**config.mk**
```make
export PLATFORM = sky130hd
export DESIGN_NAME = mips_data_mem_arbiter
export DESIGN_NICKNAME = d
export VERILOG_FILES = /design/src/rtl/mips_data_mem_arbiter.sv
export SDC_FILE = /design/constraint.sdc
export NUM_CORES = 1
export LEC_CHECK = 0
export ABC_AREA = 1
export CORE_MARGIN = 2
export CORE_UTILIZATION = 33
export DETAILED_ROUTE_END_ITERATION = 8
export PLACE_DENSITY = 0.78
export SKIP_CTS_REPAIR_TIMING = 1
export SYNTH_ARGS = -nofsm -noshare
export SYNTH_HDL_FRONTEND = slang
export SYNTH_SLANG_ARGS = --single-unit
```
**constraint.sdc**
```tcl
create_clock -name clk -period 1.7 [get_ports clk]
set_input_delay 0.17 -clock clk [delete_from_list [all_inputs] [get_ports clk]]
set_output_delay 0.17 -clock clk [all_outputs]
set_load 0.03 [all_outputs]
```
**src/rtl/mips_data_mem_arbiter.sv**
```systemverilog
// Data-memory arbiter between the mips_cpu_harvard data port and a DMA/loader
// port. The CPU owns memory outside bursts; during a burst the CPU is stalled
// through its clk_enable, and a bounded DMA run length guarantees a yield
// cycle to a waiting CPU load/store.
module mips_data_mem_arbiter #(
  parameter int unsigned MAX_DMA_RUN = 4
) (
  input  logic        clk,
  input  logic        reset,
  input  logic        cpu_read,
  input  logic        cpu_write,
  input  logic [31:0] cpu_address,
  input  logic [31:0] cpu_writedata,
  output logic [31:0] cpu_readdata,
  output logic        cpu_clk_enable,
  input  logic        dma_req,
  input  logic        dma_write,
  input  logic [31:0] dma_address,
  input  logic [7:0]  dma_len,
  input  logic [31:0] dma_writedata,
  output logic [31:0] dma_readdata,
  output logic        dma_beat,
  output logic        dma_busy,
  output logic        dma_done,
  output logic [31:0] mem_address,
  output logic [31:0] mem_writedata,
  output logic        mem_read,
  output logic        mem_write,
  input  logic [31:0] mem_readdata
);

  typedef enum logic [1:0] {
    ST_IDLE  = 2'd0,
    ST_DMA   = 2'd1,
    ST_YIELD = 2'd2
  } state_t;

  localparam logic [7:0] LP_MAX_RUN = 8'(MAX_DMA_RUN);

  state_t      r_state;
  logic [31:0] r_cur_addr;
  logic [7:0]  r_beats_left;
  logic [7:0]  r_run_cnt;
  logic        r_dir;
  logic        r_dma_done;

  state_t      w_state_nxt;
  logic [31:0] w_cur_addr_nxt;
  logic [7:0]  w_beats_left_nxt;
  logic [7:0]  w_run_cnt_nxt;
  logic        w_dir_nxt;
  logic        w_dma_done_nxt;

  logic        w_cpu_req;
  logic        w_run_hit;
  logic [7:0]  w_run_inc;
  state_t      w_out_state;

  assign w_cpu_req = cpu_read | cpu_write;
  // Run limit reached once this beat would make the run MAX_DMA_RUN long;
  // run_cnt saturates at the limit so a late CPU request still yields.
  assign w_run_hit = (r_run_cnt >= (LP_MAX_RUN - 8'd1));
  assign w_run_inc = (r_run_cnt >= LP_MAX_RUN) ? LP_MAX_RUN : (r_run_cnt + 8'd1);

  // While reset is held the outputs behave as IDLE, so a beat that was in
  // flight when reset arrived is never committed to memory.
  assign w_out_state = reset ? r_state : ST_IDLE;

  // Next-state and burst bookkeeping.
  always_comb begin
    w_state_nxt      = r_state;
    w_cur_addr_nxt   = r_cur_addr;
    w_beats_left_nxt = r_beats_left;
    w_run_cnt_nxt    = r_run_cnt;
    w_dir_nxt        = r_dir;
    w_dma_done_nxt   = 1'b0;
    case (r_state)
      ST_IDLE: begin
        if (dma_req) begin
          if (dma_len != 8'd0) begin
            w_cur_addr_nxt   = dma_address;
            w_beats_left_nxt = dma_len;
            w_dir_nxt        = dma_write;
            w_run_cnt_nxt    = 8'd0;
            w_state_nxt      = ST_DMA;
          end else begin
            w_dma_done_nxt   = 1'b1;
          end
        end else begin
          w_state_nxt = ST_IDLE;
        end
      end
      ST_DMA: begin
        w_cur_addr_nxt   = r_cur_addr + 32'd4;
        w_beats_left_nxt = r_beats_left - 8'd1;
        w_run_cnt_nxt    = w_run_inc;
        if (r_beats_left == 8'd1) begin
          w_state_nxt    = ST_IDLE;
          w_dma_done_nxt = 1'b1;
        end else if (w_run_hit && w_cpu_req) begin
          w_state_nxt    = ST_YIELD;
        end else begin
          w_state_nxt    = ST_DMA;
        end
      end
      ST_YIELD: begin
        w_run_cnt_nxt = 8'd0;
        w_state_nxt   = ST_DMA;
      end
      default: begin
        w_state_nxt = ST_IDLE;
      end
    endcase
  end

  // State and burst registers with synchronous active-low reset.
  always_ff @(posedge clk) begin
    if (!reset) begin
      r_state      <= ST_IDLE;
      r_cur_addr   <= 32'd0;
      r_beats_left <= 8'd0;
      r_run_cnt    <= 8'd0;
      r_dir        <= 1'b0;
      r_dma_done   <= 1'b0;
    end else begin
      r_state      <= w_state_nxt;
      r_cur_addr   <= w_cur_addr_nxt;
      r_beats_left <= w_beats_left_nxt;
      r_run_cnt    <= w_run_cnt_nxt;
      r_dir        <= w_dir_nxt;
      r_dma_done   <= w_dma_done_nxt;
    end
  end

  // Memory mux and CPU stall decode; only one side ever drives the strobes.
  always_comb begin
    mem_address    = cpu_address;
    mem_writedata  = cpu_writedata;
    mem_read       = cpu_read;
    mem_write      = cpu_write;
    cpu_clk_enable = 1'b1;
    dma_beat       = 1'b0;
    dma_busy       = 1'b0;
    case (w_out_state)
      ST_IDLE: begin
        dma_busy = 1'b0;
      end
      ST_DMA: begin
        mem_address    = r_cur_addr;
        mem_writedata  = dma_writedata;
        mem_read       = ~r_dir;
        mem_write      = r_dir;
        cpu_clk_enable = ~w_cpu_req;
        dma_beat       = 1'b1;
        dma_busy       = 1'b1;
      end
      ST_YIELD: begin
        dma_busy = 1'b1;
      end
      default: begin
        dma_busy = 1'b0;
      end
    endcase
  end

  assign cpu_readdata = mem_readdata;
  assign dma_readdata = mem_readdata;
  assign dma_done     = r_dma_done;

endmodule

```
==> reports/qor.txt, run 1 <==
RUN STATUS
-------------------------------------------------------------------------------------
Run status                                                               complete, but fails checks
Violated checks                                                          setup timing

WORST SETUP PATH
-------------------------------------------------------------------------------------
CP Cell Sequence                                                         nand2_2 > inv_2 > ha_4 > inv_6 > buf_12 > buf_4 > o21ai_4 > buf_6
Category of the worst setup path capture point                            output port
Crit path buffers/inverters                                                         5
Critical path type                                                            reg2out
Type of element launching the critical path                                      flop
R2R Setup Slk                                                                  130 ps
Arrival time worst endpoint                                                   1640 ps
Cell with the biggest individual delay on the critical path              sky130_fd_sc_hd__dfxtp_2
Family of cells with the greatest summed delay on the critical path      buffers and inverters
Data required time at the worst endpoint                                      1530 ps
Critical path peak fanout                                                          22
Worst stage delay on the critical path                                         360 ps

FINISH
-------------------------------------------------------------------------------------
Final Net Count                                                                  1169
Number of standard cells in the final layout excluding fillers                   1170
Antenna diode count                                                                 0
Proportion of layout cells with a drive suffix above 1                         0.2232
Fill cell total of the finished layout                                           1341
Area growth from synthesis to layout                                           60.38%
Multi-input combinational cell area                                         3157 um^2
Register cell area after layout                                             1044 um^2
Final non-filler cell area                                                  7451 um^2

YOSYS
-------------------------------------------------------------------------------------
Portion of synthesized cell area occupied by the leading cell type             0.2464
Cell variety after synth                                                           31
Flip-flop and latch count after synthesis                                          52
Dominant register cell in the synthesized netlist                        sky130_fd_sc_hd__dfxtp_1
Leading cell types by total area after synthesis                         sky130_fd_sc_hd__nand2_1 25%, sky130_fd_sc_hd__dfxtp_1 22%, sky130_fd_sc_hd__buf_4 11%
Synth Instances                                                                   825
Fraction of synthesis flops using an asynchronous set or reset pin                  0
Sequential area share after synthesis                                          0.2241
Library cell with the highest instance count after synthesis             sky130_fd_sc_hd__nand2_1
Cell taking the most area after synthesis                                sky130_fd_sc_hd__nand2_1
Mean Syn Cell Area                                                         5.631 um^2
Number of nets produced by synthesis                                             1005
Cell types with the highest counts after synthesis                       305 x sky130_fd_sc_hd__nand2_1, 92 x sky130_fd_sc_hd__nor2_1, 69 x sky130_fd_sc_hd__buf_4
Number of synthesized flops with an enable pin                                      0
Post-Synthesis Cell Area                                                    4646 um^2
YS warnings                                                                         0

FLOORPLANNING
-------------------------------------------------------------------------------------
Die Outline Area                                                           15040 um^2
Effective utilization at floorplan                                             0.3360
Row count                                                                          43
Top Ports                                                                         308
Chip Height                                                                  122.7 um
Area of the core                                                           13830 um^2
Die outline width                                                            122.7 um

STA
-------------------------------------------------------------------------------------
Count of final setup violators                                                     34
Final critical-path share of the clock period                                   1.063
Max Freq                                                                    553.2 MHz
Worst-case hold slack                                                        340.0 ps
Min Clock Period, post-route                                                  1808 ps
Setup slack of the critical path after layout                               -107.8 ps
Number of hold-slack violations in the final timing report                          0
Clock Skew                                                                   4.040 ps
Setup repair after global routing missed its margin                              true
Slew @ Worst Pin                                                             394.1 ps
Slew Viols, Final                                                                   0
Max transition margin                                                          0.7369

CLOCK TREE
-------------------------------------------------------------------------------------
CTS tree                                                                         done
Number of clock buffers inserted by TritonCTS                                       5
Root Buffer                                                              sky130_fd_sc_hd__clkbuf_16
Skew-Pair Late Insertion Delay                                                 290 ps
Maximum clock insertion buffer count                                                2
CTS Sinks                                                                          52
Clk pin slew, worst setup/hold paths                                            70 ps
# H-tree levels                                                                     2

DETAILED ROUTING
-------------------------------------------------------------------------------------
Number of remaining DRC errors                                                      0
Antenna Violating Nets Remaining                                                    0
Total detailed-routing wirelength                                            17920 um
Wire per inst                                                                15.31 um
Count of routing violations after the opening detailed-route iteration            271
Number of detailed-routing iterations run before antenna repair                     5
Mean number of vias per cell                                                    4.822
Routed via count                                                                 5642

POWER
-------------------------------------------------------------------------------------
Maximum resistive drop on vdd                                               0.4104 mV
Cell Pwr Density                                                         629.1 nW/um^2
Static leakage power                                                         3.177 nW

GLOBAL ROUTE
-------------------------------------------------------------------------------------
Initial antenna violation count                                                     0
Vias in the first global route                                                   5220
Wire length of the first global-routing pass                                 26840 um
Maximum number of pins on one net before global-route repair                       35
Overall overflow remaining after global route                                       0
Total routing usage reported by global routing                                 0.2280

PLACE
-------------------------------------------------------------------------------------
Global placer's final weighted congestion                                      0.9545
Number of I/O port buffers                                                        211
Placed cell count                                                                1161
Cell area after placement                                                   7191 um^2
DP HPWL                                                                      14590 um

FLOW RUN
-------------------------------------------------------------------------------------
Max capacitance violation total                                                     0

MIN PATH
-------------------------------------------------------------------------------------
Path type of the worst min-delay path                                          in2out

cells in the final DEF (no fill, tap or decap), types with 2 or more instances in the layout:
cell / Yosys / final
sky130_fd_sc_hd__a21oi_1: 52 / 51
sky130_fd_sc_hd__buf_12: 0 / 21
sky130_fd_sc_hd__buf_4: 69 / 74
sky130_fd_sc_hd__buf_6: 4 / 18
sky130_fd_sc_hd__clkbuf_16: 0 / 5
sky130_fd_sc_hd__clkdlybuf4s50_1: 0 / 141
sky130_fd_sc_hd__dfxtp_1: 52 / 50
sky130_fd_sc_hd__dfxtp_2: 0 / 2
sky130_fd_sc_hd__dlymetal6s2s_1: 0 / 2
sky130_fd_sc_hd__ha_1: 6 / 5
sky130_fd_sc_hd__inv_1: 64 / 62
sky130_fd_sc_hd__inv_2: 4 / 5
sky130_fd_sc_hd__nand2_1: 305 / 267
sky130_fd_sc_hd__nand2_2: 6 / 44
sky130_fd_sc_hd__nand3_1: 46 / 46
sky130_fd_sc_hd__nand4_1: 6 / 6
sky130_fd_sc_hd__nor2_1: 92 / 89
sky130_fd_sc_hd__nor2_2: 5 / 6
sky130_fd_sc_hd__nor2_4: 4 / 6
sky130_fd_sc_hd__nor3_1: 7 / 7
sky130_fd_sc_hd__o21ai_0: 59 / 30
sky130_fd_sc_hd__o21ai_1: 5 / 5
sky130_fd_sc_hd__o21ai_4: 0 / 29
sky130_fd_sc_hd__o22ai_1: 2 / 2
sky130_fd_sc_hd__or2_2: 2 / 2
through the flow:
stage	TNS (ps)	utilization	power [mW]	setup slack [ps]
floorplan	0	-	2.937	0.4767
global placement	-11490	0.5200	3.594	-302.6
detailed placement	-13860	0.5200	3.612	-324.8
CTS	-13500	0.5309	4.663	-325.5
global route	-4659	0.5389	4.935	-149.6
finish	-1937	0.5389	4.687	-107.8
worst register-to-register path: stages (launching register included):
cell and delay [ps]:
sky130_fd_sc_hd__dfxtp_1 340, sky130_fd_sc_hd__buf_4 140, sky130_fd_sc_hd__inv_1 110, sky130_fd_sc_hd__nor2_4 170
sky130_fd_sc_hd__nand2_2 150, sky130_fd_sc_hd__nor2_8 190, sky130_fd_sc_hd__nand3_1 100, sky130_fd_sc_hd__nand2_1 70
sky130_fd_sc_hd__nand2_1 60, sky130_fd_sc_hd__nand2_1 80, sky130_fd_sc_hd__a21oi_1 50
power breakdown:
| group | total [mW] | switching [mW] | internal, mW |
|---|---|---|---|
| registers | 1.44 | 0.116 | 1.33 |
| logic | 2.19 | 1.18 | 1.01 |
| clock network | 1.06 | 0.469 | 0.588 |
| total | 4.69 | 1.76 | 2.92 |
registers in the layout, indices dropped and copies added (netlist names):
name,flops
dma_done,1
r_beats_left,8
r_cur_addr,32
r_dir,1
r_run_cnt,8
r_state,2
routing by layer:
metal | GRT usage | vias to the layer above | share of wire
li1 | - | 2857 | -
met1 | 0.2727 | 2535 | 0.41
met2 | 0.4076 | 228 | 0.50
met3 | 0.05762 | 22 | 0.079
met4 | 0.05388 | 0 | 0.017
met5 | 0 | - | 0
path summary, 6_finish.rpt:
kind,end,cells after the start,start
setup / recovery,mem_address[5],8,r_state[0]$_SDFFE_PN0N_
hold / removal,cpu_readdata[15],0,mem_readdata[15]
hold reg to reg,r_run_cnt[7]$_SDFFE_PN0P_,2,r_run_cnt[7]$_SDFFE_PN0P_
setup reg to reg,r_cur_addr[23]$_SDFFE_PN0P_,10,r_cur_addr[2]$_SDFFE_PN0P_
final cells by class:
cell class	count	share of cell area
Inverter	68	0.03493
Sequential cell	52	0.1401
Timing Repair Buffer	256	0.3510
Clock inverter	1	0.001008
Multi-Input combinational cell	606	0.4237
Clock buffer	7	0.01914
Tap cell	180	0.03023
cells by family after synthesis:
kind of cell / Yosys count / synth area share
and+or+nand+nor: 476 / 0.4231
buffers and inverters: 167 / 0.1985
xor gates and xnor gates: 1 / 0.001886
adders and majority gates: 6 / 0.01616
AOI/OAI and AO/OA: 122 / 0.1341
DFF: 52 / 0.2241
muxes: 1 / 0.002155
(Power assumes the default switching activity.)
==> run 2: changes to the inputs <==
--- a/config.mk
+++ b/config.mk
@@ -6,10 +6,12 @@
 export NUM_CORES = 1
 export LEC_CHECK = 0
 export ABC_AREA = 1
+export CELL_PAD_IN_SITES_DETAIL_PLACEMENT = 0
+export CELL_PAD_IN_SITES_GLOBAL_PLACEMENT = 1
 export CORE_MARGIN = 2
-export CORE_UTILIZATION = 33
+export CORE_UTILIZATION = 21
 export DETAILED_ROUTE_END_ITERATION = 8
-export PLACE_DENSITY = 0.78
+export PLACE_DENSITY_LB_ADDON = 0.1
 export SKIP_CTS_REPAIR_TIMING = 1
 export SYNTH_ARGS = -nofsm -noshare
 export SYNTH_HDL_FRONTEND = slang
==> run 2 against run 1 <==
Compared with the run above:
- clock power up 7%
- critical endpoint is now mem_address[31]
- critical path depth unchanged
- critical path type unchanged
- global-route usage fell by 5.0 points
- count of clock-buffer cells in the layout decreased by 2
- maximum frequency increased by 1.4%
- clock skew increased by 3.9 ps
- power up 5.3%
- hold slack barely moved
- via count is 0.85% lower
- the run still ends with setup timing left
- first-iteration DRC count increased by 1.1%
- flip-flop and latch count unchanged
==> reports/qor.txt, run 2 (same netlist as run 1, synthesis figures left out) <==
RUN STATUS
-------------------------------------------------------------------------------------
Run status                                                               complete, but fails checks
Violated checks                                                          setup timing

STA
-------------------------------------------------------------------------------------
Slew Viols, Final                                                                   0   unchanged
Slew @ Worst Pin                                                             476.5 ps   +82.41 ps
Count of final setup violators                                                     44   +29%
Max Freq                                                                    561.2 MHz   +1.4%
Final TNS setup                                                              -1710 ps   +226.5 ps
Final critical-path share of the clock period                                   1.048   -0.01514
Setup slack of the critical path after layout                               -82.03 ps   +25.74 ps
Clock Skew                                                                   7.966 ps   +3.927 ps
Setup repair after global routing missed its margin                              true
Max transition margin                                                          0.6819   -0.05502
Min Clock Period, post-route                                                  1782 ps   -25.74 ps
Number of hold-slack violations in the final timing report                          0   unchanged

FINISH
-------------------------------------------------------------------------------------
Registers with the most flip-flops                                       r_cur_addr (32), r_beats_left (8), r_run_cnt (8)
Proportion of layout cells with a drive suffix above 1                         0.2413   +0.01811
Top library cells by usage in the layout, fill and taps aside            269 x sky130_fd_sc_hd__nand2_1, 141 x sky130_fd_sc_hd__clkdlybuf4s50_1, 88 x sky130_fd_sc_hd__nor2_1, 83 x sky130_fd_sc_hd__buf_4, 62 x sky130_fd_sc_hd__inv_1
Final Net Count                                                                  1190   +1.8%
Flip-flop count of the largest register, all copies and words added                32   unchanged
Fin util                                                                       0.3646   -0.1743
Most flop-heavy register                                                   r_cur_addr
Commonest non-fill, non-tap cell in the layout                           sky130_fd_sc_hd__nand2_1
Area growth from synthesis to layout                                           70.72%
Final non-filler cell area                                                  7931 um^2   +6.4%

PLACE
-------------------------------------------------------------------------------------
DP HPWL                                                                      17500 um   +20%
Cell area after placement                                                   7569 um^2   +5.3%
Number of I/O port buffers                                                        211   unchanged
Global placer's final weighted congestion                                      0.8131   -15%

CLOCK TREE
-------------------------------------------------------------------------------------
Clk pin slew, worst setup/hold paths                                            70 ps   about the same
Maximum clock insertion buffer count                                                2   unchanged
# H-tree levels                                                                     2   unchanged
CTS Sinks                                                                          52   unchanged
Number of clock buffers inserted by TritonCTS                                       5   unchanged
CTS tree                                                                         done
Skew-Pair Late Insertion Delay                                                 310 ps   +20 ps
Root Buffer                                                              sky130_fd_sc_hd__clkbuf_16

FLOORPLANNING
-------------------------------------------------------------------------------------
Die outline width                                                            152.7 um   +25%
Chip Height                                                                  152.7 um   +25%
Row count                                                                          54   +26%
Effective utilization at floorplan                                             0.2135   -0.1224
Die Outline Area                                                           23330 um^2   +55%
Area of the core                                                           21760 um^2   +57%
Top Ports                                                                         308   unchanged

WORST SETUP PATH
-------------------------------------------------------------------------------------
R2R Setup Slk                                                                  170 ps   +40 ps
Reg2reg path depth                                                                  7   -3
Data required time at the worst endpoint                                      1530 ps   about the same
Critical path type                                                            reg2out
Arrival time worst endpoint                                                   1610 ps   -30 ps
Type of element launching the critical path                                      flop
Destination of the worst register-to-register timing path                r_cur_addr[5]$_SDFFE_PN0P_
Critical R2R Launch                                                      r_state[1]$_SDFFE_PN0N_
Category of the worst setup path capture point                            output port
Critical path peak fanout                                                          16   -27%

GLOBAL ROUTE
-------------------------------------------------------------------------------------
Maximum number of pins on one net before global-route repair                       28   -20%
Initial antenna violation count                                                     1   +1
Vias in the first global route                                                   5486   +5.1%
Total routing usage reported by global routing                                 0.1782   -0.04982
Overall overflow remaining after global route                                       0   unchanged
Wire length of the first global-routing pass                                 32560 um   +21%

DETAILED ROUTING
-------------------------------------------------------------------------------------
Total detailed-routing wirelength                                            21480 um   +20%
Number of remaining DRC errors                                                      0   unchanged
Wire per inst                                                                16.63 um   +8.6%
Antenna Violating Nets Remaining                                                    0   unchanged
Number of detailed-routing iterations run before antenna repair                     4   -1
Mean number of vias per cell                                                    4.330   -10%
Count of routing violations after the opening detailed-route iteration            274   +1.1%
Routed via count                                                                 5594   -0.85%

MIN PATH
-------------------------------------------------------------------------------------
Path type of the worst min-delay path                                          in2out
HP Start                                                                 mem_readdata[12]
Capture endpoint of the worst hold path                                  dma_readdata[12]
Cell count of the worst hold path                                                   0   unchanged

POWER
-------------------------------------------------------------------------------------
Static leakage power                                                         3.360 nW   +5.8%
Maximum resistive drop on vdd                                               0.3559 mV   -13%
Cell Pwr Density                                                         622.1 nW/um^2   -1.1%
Total Power                                                                  4.934 mW   +5.3%

FLOW RUN
-------------------------------------------------------------------------------------
Max capacitance violation total                                                     0   unchanged

## run 2: metal layers
layer	routed length (um)	up-vias	track usage
li1	-	2897	-
met4	157	0	0.03263
met1	9720	2491	0.2306
met5	0	-	0.006211
met2	10240	189	0.2998
met3	1367	17	0.04750
## run 2: layout make-up
cell class,count,area (um^2)
clock inverters,3,26.28
flip-flops and latches,52,1045
fillers,2415,13820
well taps,280,350.3
clock buffers,5,125.1
inverters,68,262.8
diodes,1,2.502
repair buffers,277,2970
multi-input cells,606,3149
## run 2: worst max-delay path by stage
stage	start	to	slack [ps]	depth (start not counted)
3_3_place_gp	reset	mem_address[26]	-240	8
3_5_place_dp	reset	mem_address[25]	-260	8
4_1_cts	reset	mem_address[25]	-260	8
5_1_grt	r_state[0]$_SDFFE_PN0N_	mem_address[31]	-140	8
6_report	r_state[0]$_SDFFE_PN0N_	mem_address[31]	-80	8
2_1_floorplan	r_state[0]$_SDFFE_PN0N_	mem_writedata[10]	0.5	9
## run 2: power by group
group	total (mW)	switching [mW]	leakage [nW]	internal, mW
registers	1.44	0.111	0.430	1.33
logic	2.37	1.24	2.86	1.13
clock network	1.13	0.566	0.0748	0.563
## run 2: per-stage QoR
step	cells	setup WS [ps]	hold WS [ps]
2_1_floorplan	825	0.4767	308.4
6_report	1292	-82.03	340.0
3_5_place_dp	1270	-257.3	340.3
5_1_grt	1292	-141.2	340.1
4_1_cts	1278	-261.7	340.3
3_3_place_gp	1270	-235.3	340.3
## run 2: worst max-delay path: stages, from the launching register on
cell                      delay (ps)
sky130_fd_sc_hd__dfxtp_2         340
sky130_fd_sc_hd__nand2_1          60
sky130_fd_sc_hd__inv_2            70
sky130_fd_sc_hd__ha_4            170
sky130_fd_sc_hd__inv_8            80
sky130_fd_sc_hd__buf_12          170
sky130_fd_sc_hd__buf_4           140
sky130_fd_sc_hd__o21ai_4         130
sky130_fd_sc_hd__buf_12          140
